### src/rtl/ifetch_pkg.sv
// ifetch_pkg: shared widths, reset constants and FIFO entry layouts for the fetch stage
package ifetch_pkg;
  localparam int ADDR_W = 32;
  localparam int INST_W = 32;
  localparam logic [ADDR_W-1:0] RST_PC = 32'h0000_0000;
  localparam logic [INST_W-1:0] NOP_INST = 32'h0000_0013;
  typedef struct packed {
    logic kill;
    logic [ADDR_W-1:0] pc;
  } ifl_t;
  typedef struct packed {
    logic [ADDR_W-1:0] addr;
    logic [INST_W-1:0] inst;
  } ibuf_t;
endpackage

### src/rtl/ifetch_fifo.sv
// sync_fifo: power-of-two circular FIFO with simultaneous push/pop and a synchronous flush
module sync_fifo #(
  parameter int WIDTH = 32,
  parameter int DEPTH = 2
) (
  input  logic                     clk,
  input  logic                     rst,
  input  logic                     flush_i,
  input  logic                     push_i,
  input  logic [WIDTH-1:0]         wdata_i,
  input  logic                     pop_i,
  output logic [WIDTH-1:0]         rdata_o,
  output logic                     empty_o,
  output logic [$clog2(DEPTH):0]   cnt_o
);
  localparam int AW = $clog2(DEPTH);
  localparam int CW = AW + 1;
  localparam logic [CW-1:0] FULL_C = CW'(DEPTH);
  logic [WIDTH-1:0] mem_q [DEPTH];
  logic [WIDTH-1:0] mem_d [DEPTH];
  logic [AW-1:0] wr_q, wr_d, rd_q, rd_d;
  logic [CW-1:0] cnt_q, cnt_d;
  logic do_push, do_pop;
  always_comb begin
    empty_o = cnt_q == '0;
    rdata_o = mem_q[rd_q];
    cnt_o = cnt_q;
    do_pop = pop_i && !empty_o;
    do_push = push_i && (cnt_q != FULL_C || do_pop);
    mem_d = mem_q;
    if (do_push) mem_d[wr_q] = wdata_i;
    wr_d = flush_i ? '0 : wr_q + AW'(do_push);
    rd_d = flush_i ? '0 : rd_q + AW'(do_pop);
    cnt_d = flush_i ? '0 : cnt_q + CW'(do_push) - CW'(do_pop);
  end
  always_ff @(posedge clk or posedge rst) begin
    if (rst) begin
      for (int i = 0; i < DEPTH; i++) mem_q[i] <= '0;
      wr_q <= '0;
      rd_q <= '0;
      cnt_q <= '0;
    end else begin
      mem_q <= mem_d;
      wr_q <= wr_d;
      rd_q <= rd_d;
      cnt_q <= cnt_d;
    end
  end
endmodule

### src/rtl/ifetch.sv
// ifetch: credit-limited instruction fetch between the PC register and decode
// with in-order ROM responses, a registered instruction buffer and jump flush.
module ifetch
  import ifetch_pkg::*;
#(
  parameter int DEPTH = 2
) (
  input  logic              clk,
  input  logic              rst,
  input  logic [ADDR_W-1:0] pc_addr_i,
  input  logic              jump_en_i,
  output logic              pc_hold_o,
  output logic              rom_req_o,
  output logic [ADDR_W-1:0] rom_addr_o,
  input  logic              rom_gnt_i,
  input  logic              rom_rvalid_i,
  input  logic [INST_W-1:0] rom_rdata_i,
  output logic              inst_valid_o,
  output logic [INST_W-1:0] inst_o,
  output logic [ADDR_W-1:0] inst_addr_o,
  input  logic              inst_ready_i
);
  localparam int CW = $clog2(DEPTH) + 1;
  localparam logic [CW-1:0] DEPTH_C = CW'(DEPTH);
  logic [CW-1:0] cnt_q, cnt_d, if_cnt, buf_cnt;
  logic [DEPTH-1:0] kill_q, kill_d, kill_sh, new_slot;
  ifl_t if_head, if_wdata;
  ibuf_t buf_head, buf_wdata;
  logic if_empty, buf_empty, acc, rsp, drop, buf_push, pop;
  always_comb begin
    inst_valid_o = !buf_empty && !jump_en_i;
    pop = inst_valid_o && inst_ready_i;
    rom_req_o = !rst && !jump_en_i && (cnt_q < DEPTH_C || pop);
    rom_addr_o = pc_addr_i;
    acc = rom_req_o && rom_gnt_i;
    pc_hold_o = !acc && !jump_en_i;
    rsp = rom_rvalid_i && !if_empty;
    drop = rsp && (if_head.kill || kill_q[0] || jump_en_i);
    buf_push = rsp && !drop;
    if_wdata = '{kill: 1'b0, pc: pc_addr_i};
    buf_wdata = '{addr: if_head.pc, inst: rom_rdata_i};
    cnt_d = cnt_q + CW'(acc) - CW'(pop) - CW'(drop) - (jump_en_i ? buf_cnt : '0);
    // kill bits are kept head-aligned: shift on response, clear the slot a new entry lands in
    kill_sh = rsp ? kill_q >> 1 : kill_q;
    new_slot = {{(DEPTH-1){1'b0}}, acc} << (if_cnt - CW'(rsp));
    kill_d = jump_en_i ? '1 : kill_sh & ~new_slot;
    inst_o = buf_head.inst;
    inst_addr_o = buf_head.addr;
  end
  always_ff @(posedge clk or posedge rst) begin
    if (rst) begin
      cnt_q <= '0;
      kill_q <= '0;
    end else begin
      cnt_q <= cnt_d;
      kill_q <= kill_d;
    end
  end
  sync_fifo #(.WIDTH(ADDR_W + 1), .DEPTH(DEPTH)) u_ifl (
    .clk     (clk),
    .rst     (rst),
    .flush_i (1'b0),
    .push_i  (acc),
    .wdata_i (if_wdata),
    .pop_i   (rsp),
    .rdata_o (if_head),
    .empty_o (if_empty),
    .cnt_o   (if_cnt)
  );
  sync_fifo #(.WIDTH(ADDR_W + INST_W), .DEPTH(DEPTH)) u_ibuf (
    .clk     (clk),
    .rst     (rst),
    .flush_i (jump_en_i),
    .push_i  (buf_push),
    .wdata_i (buf_wdata),
    .pop_i   (pop),
    .rdata_o (buf_head),
    .empty_o (buf_empty),
    .cnt_o   (buf_cnt)
  );
endmodule
### config.mk
export PLATFORM = sky130hd
export DESIGN_NAME = ifetch
export DESIGN_NICKNAME = d
export VERILOG_FILES = /design/src/rtl/ifetch_pkg.sv /design/src/rtl/ifetch_fifo.sv /design/src/rtl/ifetch.sv
export SDC_FILE = /design/constraint.sdc
export NUM_CORES = 1
export LEC_CHECK = 0
export ABC_AREA = 1
export BUFFER_PORTS_ARGS = -buffer_cell sky130_fd_sc_hd__buf_2
export CAP_MARGIN = 20
export CORE_MARGIN = 2
export CORE_UTILIZATION = 41
export CTS_CLUSTER_DIAMETER = 100
export DETAILED_ROUTE_END_ITERATION = 10
export SYNTH_ARGS = -nofsm -noshare
export SYNTH_HDL_FRONTEND = slang
export SYNTH_SLANG_ARGS = --single-unit
export TNS_END_PERCENT = 100
### constraint.sdc
create_clock -name clk -period 9.7 [get_ports clk]
set_input_delay 0.485 -clock clk [delete_from_list [all_inputs] [get_ports clk]]
set_output_delay 0.485 -clock clk [all_outputs]
set_load 0.01 [all_outputs]
## After elaboration in Yosys (flattened, before gate mapping)

Index checks and enable logic that the tools add are counted.
Widths: inputs -> output; s select.

| word-level totals | value |
|---|---|
| flip-flop bits (word level) | 206 |
| bits in latches | 0 |
| bits in writable memories | 0 |
| bits in read-only memories | 0 |
| input port bits | 70 |
| output and inout port bits | 99 |
| memories | 0 |

| cells by class | value |
|---|---|
| add/sub/neg operators | 13 |
| multipliers | 0 |
| div/mod/pow operators | 0 |
| $lt $le $gt $ge | 7 |
| equal/unequal tests | 2 |
| shifts and indexed selects | 1 |
| muxes and demuxes | 18 |
| bitwise gates (word level) | 6 |
| reductions and logical operators | 28 |

Operators with widths:

| kind | count |
|---|---|
| $mux 64 | 4 |
| $mux 33 | 4 |
| $bwmux 128 | 1 |
| $bwmux 66 | 1 |
| $demux 64 s1 | 1 |
| $demux 33 s1 | 1 |
| $logic_and 1x1->1 | 15 |
| $sub 2x1->2 | 5 |
| $ge 2x2->1 const B | 4 |
| $mux 2 | 4 |
| $not 1->2 | 4 |
| $add 2x1->2 | 3 |
| $logic_not 1->1 | 6 |
| $logic_or 1x1->1 | 5 |
| $add 1x1->1 | 4 |
| $logic_not 2->1 | 2 |
| $lt 2x1->1 const B | 2 |
| $ne 2x2->1 const B | 2 |
| $and 2x2->2 | 1 |
| $lt 2x2->1 const B | 1 |
| $mux 1 | 2 |
| $not 2->2 | 1 |
| $shl 1x2->2 | 1 |
| $sub 2x2->2 | 1 |

## Depth between registers and ports, before layout

| logic depth | value |
|---|---|
| depth in word-level cells | 13 |
| gate-level depth with buffers | 13 |
| mapped depth without buffers | 11 |

## Modules after synthesis

Synthesis repeated with hierarchy kept, for this count alone.

| unflattened totals | value |
|---|---|
| cells, all modules | 991 |
| area total of the unflattened synthesis | 9,907.0 um^2 |

By module, submodules not included:

| module | times used | cells an instance | area an instance (um^2) |
|---|---|---|---|
| sync_fifo at u_ibuf | 1 | 582 | 6,028.3 |
| sync_fifo at u_ifl | 1 | 317 | 3,245.6 |
| ifetch | 1 | 92 | 633.1 |

## Worst setup path after synthesis

OpenSTA, ideal clock, no wires.

| path | value |
|---|---|
| kind | input -> register |
| start point | in jump_en_i |
| end point | reg u_ifl.mem_q[53] (netlist bit) |
| setup time | 125 ps |
| arrival time | 1,961 ps |
| data required time | 9,575 ps |
| setup slack | 7,614 ps |
| cell stages on the path | 12 |
| buffers on the path | 3 |
| cells stage by stage | buf_4 inv_6 nand3_4 nand2_4 nand2_2 inv_2 nand2_4 nor2_2 ha_1 clkbuf_2 buf_4 mux2_2 |

| on the way | value |
|---|---|
| word-level cells in the longest chain between the ends | 7 |

RTL lines:

| item | RTL line | RTL |
|---|---|---|
| from (decl) | ifetch.sv:11 | `input logic jump_en_i,` |
| $logic_not 1->1 (*) | ifetch.sv:31, ifetch.sv:33 |  |
| $logic_and 1x1->1 | ifetch.sv:31 | `inst_valid_o = !buf_empty && !jump_en_i;` |
| $logic_and 1x1->1 | ifetch.sv:32 | `pop = inst_valid_o && inst_ready_i;` |
| $logic_or 1x1->1 | ifetch.sv:33 | `rom_req_o = !rst && !jump_en_i && (cnt_q < DEPTH_C \|\| pop);` |
| $logic_and 1x1->1 (*) | ifetch.sv:33 |  |
| net rom_req_o | ifetch.sv:13 | `output logic rom_req_o,` |
| $logic_and 1x1->1 (*) | ifetch.sv:35 | `acc = rom_req_o && rom_gnt_i;` |
| $logic_and 1x1->1 (*) | ifetch_fifo.sv:29 | `do_push = push_i && (cnt_q != FULL_C \|\| do_pop);` |
| to (signal assigned) | ifetch_fifo.sv:43 | `mem_q <= mem_d;` |
| to (decl) | ifetch_fifo.sv:19 | `logic [WIDTH-1:0] mem_q [DEPTH];` |

Mark *: on every way through the listed nets, which the timed path passes. The rest lies on a longest branch.
A chain may end at the register's enable or synchronous reset.

## Final worst setup path

| path | value |
|---|---|
| start point | reg u_ifl.cnt_q[1], in the netlist u_ifl.cnt_o[1] |
| end point | reg u_ibuf.mem_q[58] (netlist bit) |

| on the way | value |
|---|---|
| word-level cells in the longest chain between the ends | 7 |

RTL lines:

| item | RTL line | RTL |
|---|---|---|
| from (decl) | ifetch_fifo.sv:22 | `logic [CW-1:0] cnt_q, cnt_d;` |
| from (signal assigned) | ifetch_fifo.sv:46 | `cnt_q <= cnt_d;` |
| $logic_not 2->1 (*) | ifetch_fifo.sv:25 | `empty_o = cnt_q == '0;` |
| $logic_not 1->1 (*) | ifetch.sv:37 | `rsp = rom_rvalid_i && !if_empty;` |
| $logic_and 1x1->1 (*) | ifetch.sv:37 |  |
| $logic_and 1x1->1 | ifetch.sv:38 | `drop = rsp && (if_head.kill \|\| kill_q[0] \|\| jump_en_i);` |
| $logic_not 1->1 | ifetch.sv:39 | `buf_push = rsp && !drop;` |
| $logic_and 1x1->1 (*) | ifetch.sv:39 |  |
| $logic_and 1x1->1 (*) | ifetch_fifo.sv:29 |  |
| to (signal assigned) | ifetch_fifo.sv:43 |  |
| to (decl) | ifetch_fifo.sv:19 |  |

Every way passes the cells marked *; elsewhere a longest branch is shown, timed or not.

==> flow_summary_export.csv <==
group,metric,value,unit
timing,skew,0.00679,ns
global_route,grt_pass1_wl,32.1,mm
yosys,synth_seq_cells,204,
yosys,synth_area_leaders,"dfrtp_1 56%, nand2_1 12%, o21ai_0 11%",
layout,regArea,0.00511,mm^2
layout,antenna_cells,0,
timing,slew_headroom,0.352,
clocking,clock_latency,0.50,ns
run,max_cap_viol_count,0,
critical_path,worstReg2RegStart,"u_ifl.cnt_o[1]",
yosys,async_flop_share,1.00,
yosys,synthTopCellsByCount,"298 x nand2_1, 204 x dfrtp_1, 197 x o21ai_0",
timing,worst_pin_slew,0.971,ns
detailed_routing,wl_met3,1.06,mm
timing,final_max_slew_viol_count,0,
timing,tns,0,ns
floorplan,io_pins,169,
yosys,yosys.area.top_type,"dfrtp_1",
critical_path,path_class,"reg -> reg",
critical_path,rr_endpoint,"u_ibuf.mem_q[58]",
layout,layout-drive-gt1-share,0.264,
power,sequentialPowerShare,0.428,
placement,gp_congestion,0.792,
yosys,synthesis.nets,1061,
clocking,numCtsBuffers,23,
global_route,grt_max_degree,139,
critical_path,critPathMaxFanout,64,
critical_path,worst_setup_path_end_kind,"register",
yosys,synth-seq-area-share,0.557,
hold_path,min_path_type,"in -> async",
yosys,synth_cell_types,28,
critical_path,crit_slowest_cell,"buf_4",
yosys,yosysMostFrequentCell,"nand2_1",
clocking,cts_max_path_buffers,3,
floorplan,die_area,0.0236,mm^2
clocking,clock-sinks,204,
power,p_per_area,286,mW/mm^2
detailed_routing,wire_per_inst,14.1,um
yosys,synth_flop_cell,"dfrtp_1",
yosys,synth_area,0.00917,mm^2
timing,fin_crit,2.90,ns
clocking,htree_num_levels,1,
layout,nets,1172,
yosys,netlist.area_leader.share,0.557,
power,p_leak,5.35,nW
timing,rsz0062_at_grt,"false",
timing,setup_viol,0,
global_route,grt_usage,0.164,
yosys,synthCells,980,
power,clock_power_share,0.280,
floorplan,rows,54,
detailed_routing,drt-met1-wl,9.60,mm
detailed_routing,vias,6530,
critical_path,cp.arrival,3.24,ns
critical_path,worst_r2r_path_depth,9,
timing,fmax,0.345,GHz
detailed_routing,viasPerCell,4.71,
detailed_routing,wl_met2,8.47,mm
floorplan,start_util,0.419,
timing,finalHoldViolCount,0,
global_route,overflow,0,
critical_path,cp.required,10.04,ns
timing,post-route-period-util,0.299,
clocking,ctsHoldBuffers,0,
floorplan,die_w,154,um
detailed_routing,routed_wl,19.5,mm
clocking,post_cts_resized,0,
clocking,cts_setup_buffers,0,
floorplan,core_area,0.0219,mm^2
power,p_sw_frac,0.325,
power,power.switching,993,uW
clocking,cts_tree,"yes",
placement,pre_cts_slack,6.28,ns
detailed_routing,ant_nets,0,
critical_path,worst-r2r-setup-slack,6.80,ns
detailed_routing,first_pass_iters,5,
critical_path,cp-start-kind,"register",
global_route,grt_antenna_before_repair,2,
floorplan,die_y,154,um
timing,setup_ws,6.80,ns
detailed_routing,drc_errors,0,
critical_path,path_cells,"o21ai_2 -> inv_1 -> nand2_1 -> a31oi_1 -> ha_1 -> buf_4 -> inv_2 -> buf_4 -> o21ai_0",
yosys,yosys_warnings,0,
global_route,grt_pass1_vias,6180,
placement,dpl.hpwl,11.8,mm
detailed_routing,initialDrtViolationCount,401,
clocking,root_buffer,"clkbuf_16",
placement,port_buffers,168,
power,power_frac_comb,0.292,
layout,fillers,2100,
yosys,synth.avg_cell_area,9.36,um^2
critical_path,cpPeakStageDelay,0.62,ns
clocking,clk_pin_slew,0.06,ns
yosys,synth_edf_count,0,
detailed_routing,top_layer,"met5",
critical_path,path_common_cell,"buf_4",
outcome,status,"finished, final reports clean",
power,cell_internal_pwr,2.06,mW
layout,multi_input_area,0.00318,mm^2
power,vdd_drop_max,0.133,mV
layout,syn_to_final_growth,16.4,%
==> cell families (layout without fill, tap and decap cells) <==
family                     Yosys count  in the layout  share of synthesized area
adders and majority gates           11             11                     0.0158
AOI/OAI and AO/OA                  201            201                      0.110
xor gates and xnor gates             7              7                    0.00669
muxes                               64             64                     0.0786
DFF                                204            204                      0.557
buffers and inverters              177            302                     0.0976
and+or+nand+nor                    316            316                      0.134
==> placed cells by master (no fill, tap or decap), types with 2 or more instances in the layout <==
master / instances
nand2_1: 298
dfrtp_1: 202
o21ai_0: 197
buf_2: 168
inv_1: 82
mux2_2: 62
clkbuf_16: 23
nor2_1: 7
ha_1: 7
xor2_1: 5
inv_2: 4
clkinv_2: 4
clkbuf_8: 4
nand2_2: 3
ha_2: 3
clkinvlp_4: 3
clkbuf_1: 3
buf_12: 3
buf_4: 3
mux2_1: 2
nand2_4: 2
nand4_1: 2
xnor2_1: 2
a21oi_1: 2
bufinv_16: 2
==> worst max-delay path by stage <==
stage,start,endpoint,cells past startpoint
2_1_floorplan,rst,cnt_q[0],1
3_3_place_gp,rom_rvalid_i,u_ibuf.mem_q[118],9
3_5_place_dp,jump_en_i,u_ibuf.mem_q[98],7
4_1_cts,u_ifl.cnt_o[1],u_ibuf.mem_q[99],7
5_1_grt,u_ifl.cnt_o[1],u_ibuf.mem_q[59],9
6_report,u_ifl.cnt_o[1],u_ibuf.mem_q[58],9
==> worst max-delay path: cells and delay by family (launching register included) <==
family,cells,cell delay [ns]
and+or+nand+nor,1,0.08
adders and majority gates,1,0.24
DFF,1,0.40
buffers and inverters,4,1.48
AOI/OAI and AO/OA,3,0.51
==> state kept, by name, summed over array words and instances (netlist names) <==
signal	cells
u_ifl.wr_q	1
u_ifl.cnt_o	2
kill_q	2
u_ibuf.cnt_o	2
u_ifl.mem_q	64
u_ibuf.wr_q	1
cnt_q	2
u_ibuf.rd_q	1
u_ifl.rd_q	1
u_ibuf.mem_q	128
==> cell type report <==
cell class,count,share of cell area
Clock inverter,9,0.00961
Multi-Input combinational cell,599,0.298
Tap cell,280,0.0328
Inverter,88,0.0321
Clock buffer,30,0.0601
Timing Repair Buffer,175,0.0891
Sequential cell,204,0.479
==> layer usage <==
| metal | vias to the layer above | global-route usage |
|---|---|---|
| li1 | 3306 | - |
| met1 | 3030 | 0.239 |
| met2 | 161 | 0.256 |
| met3 | 29 | 0.0324 |
| met4 | 4 | 0.0389 |
| met5 | - | 0 |
==> power groups by stage <==
stage	registers [mW]	logic (mW)	clock network, mW
after global placement	1.34	0.837	0
final	1.31	0.891	0.855
after floorplan	1.27	0.653	0
after CTS	1.34	0.860	0.884
after detailed placement	1.35	0.859	0
after global routing	1.35	1.02	0.915
==> through the flow <==
stage                      util  area (um^2)  power (mW)  instances  hold slack [ns]
after global routing      0.488        10700        3.29       1385            0.205
after detailed placement  0.450         9840        2.21       1342            0.458
after CTS                 0.484        10600        3.09       1381            0.184
final                     0.488        10700        3.06       1385            0.192
after floorplan               -         9170        1.92        980            0.442
after global placement    0.450         9840        2.18       1342            0.453
Power figures use the tool's default switching activity.
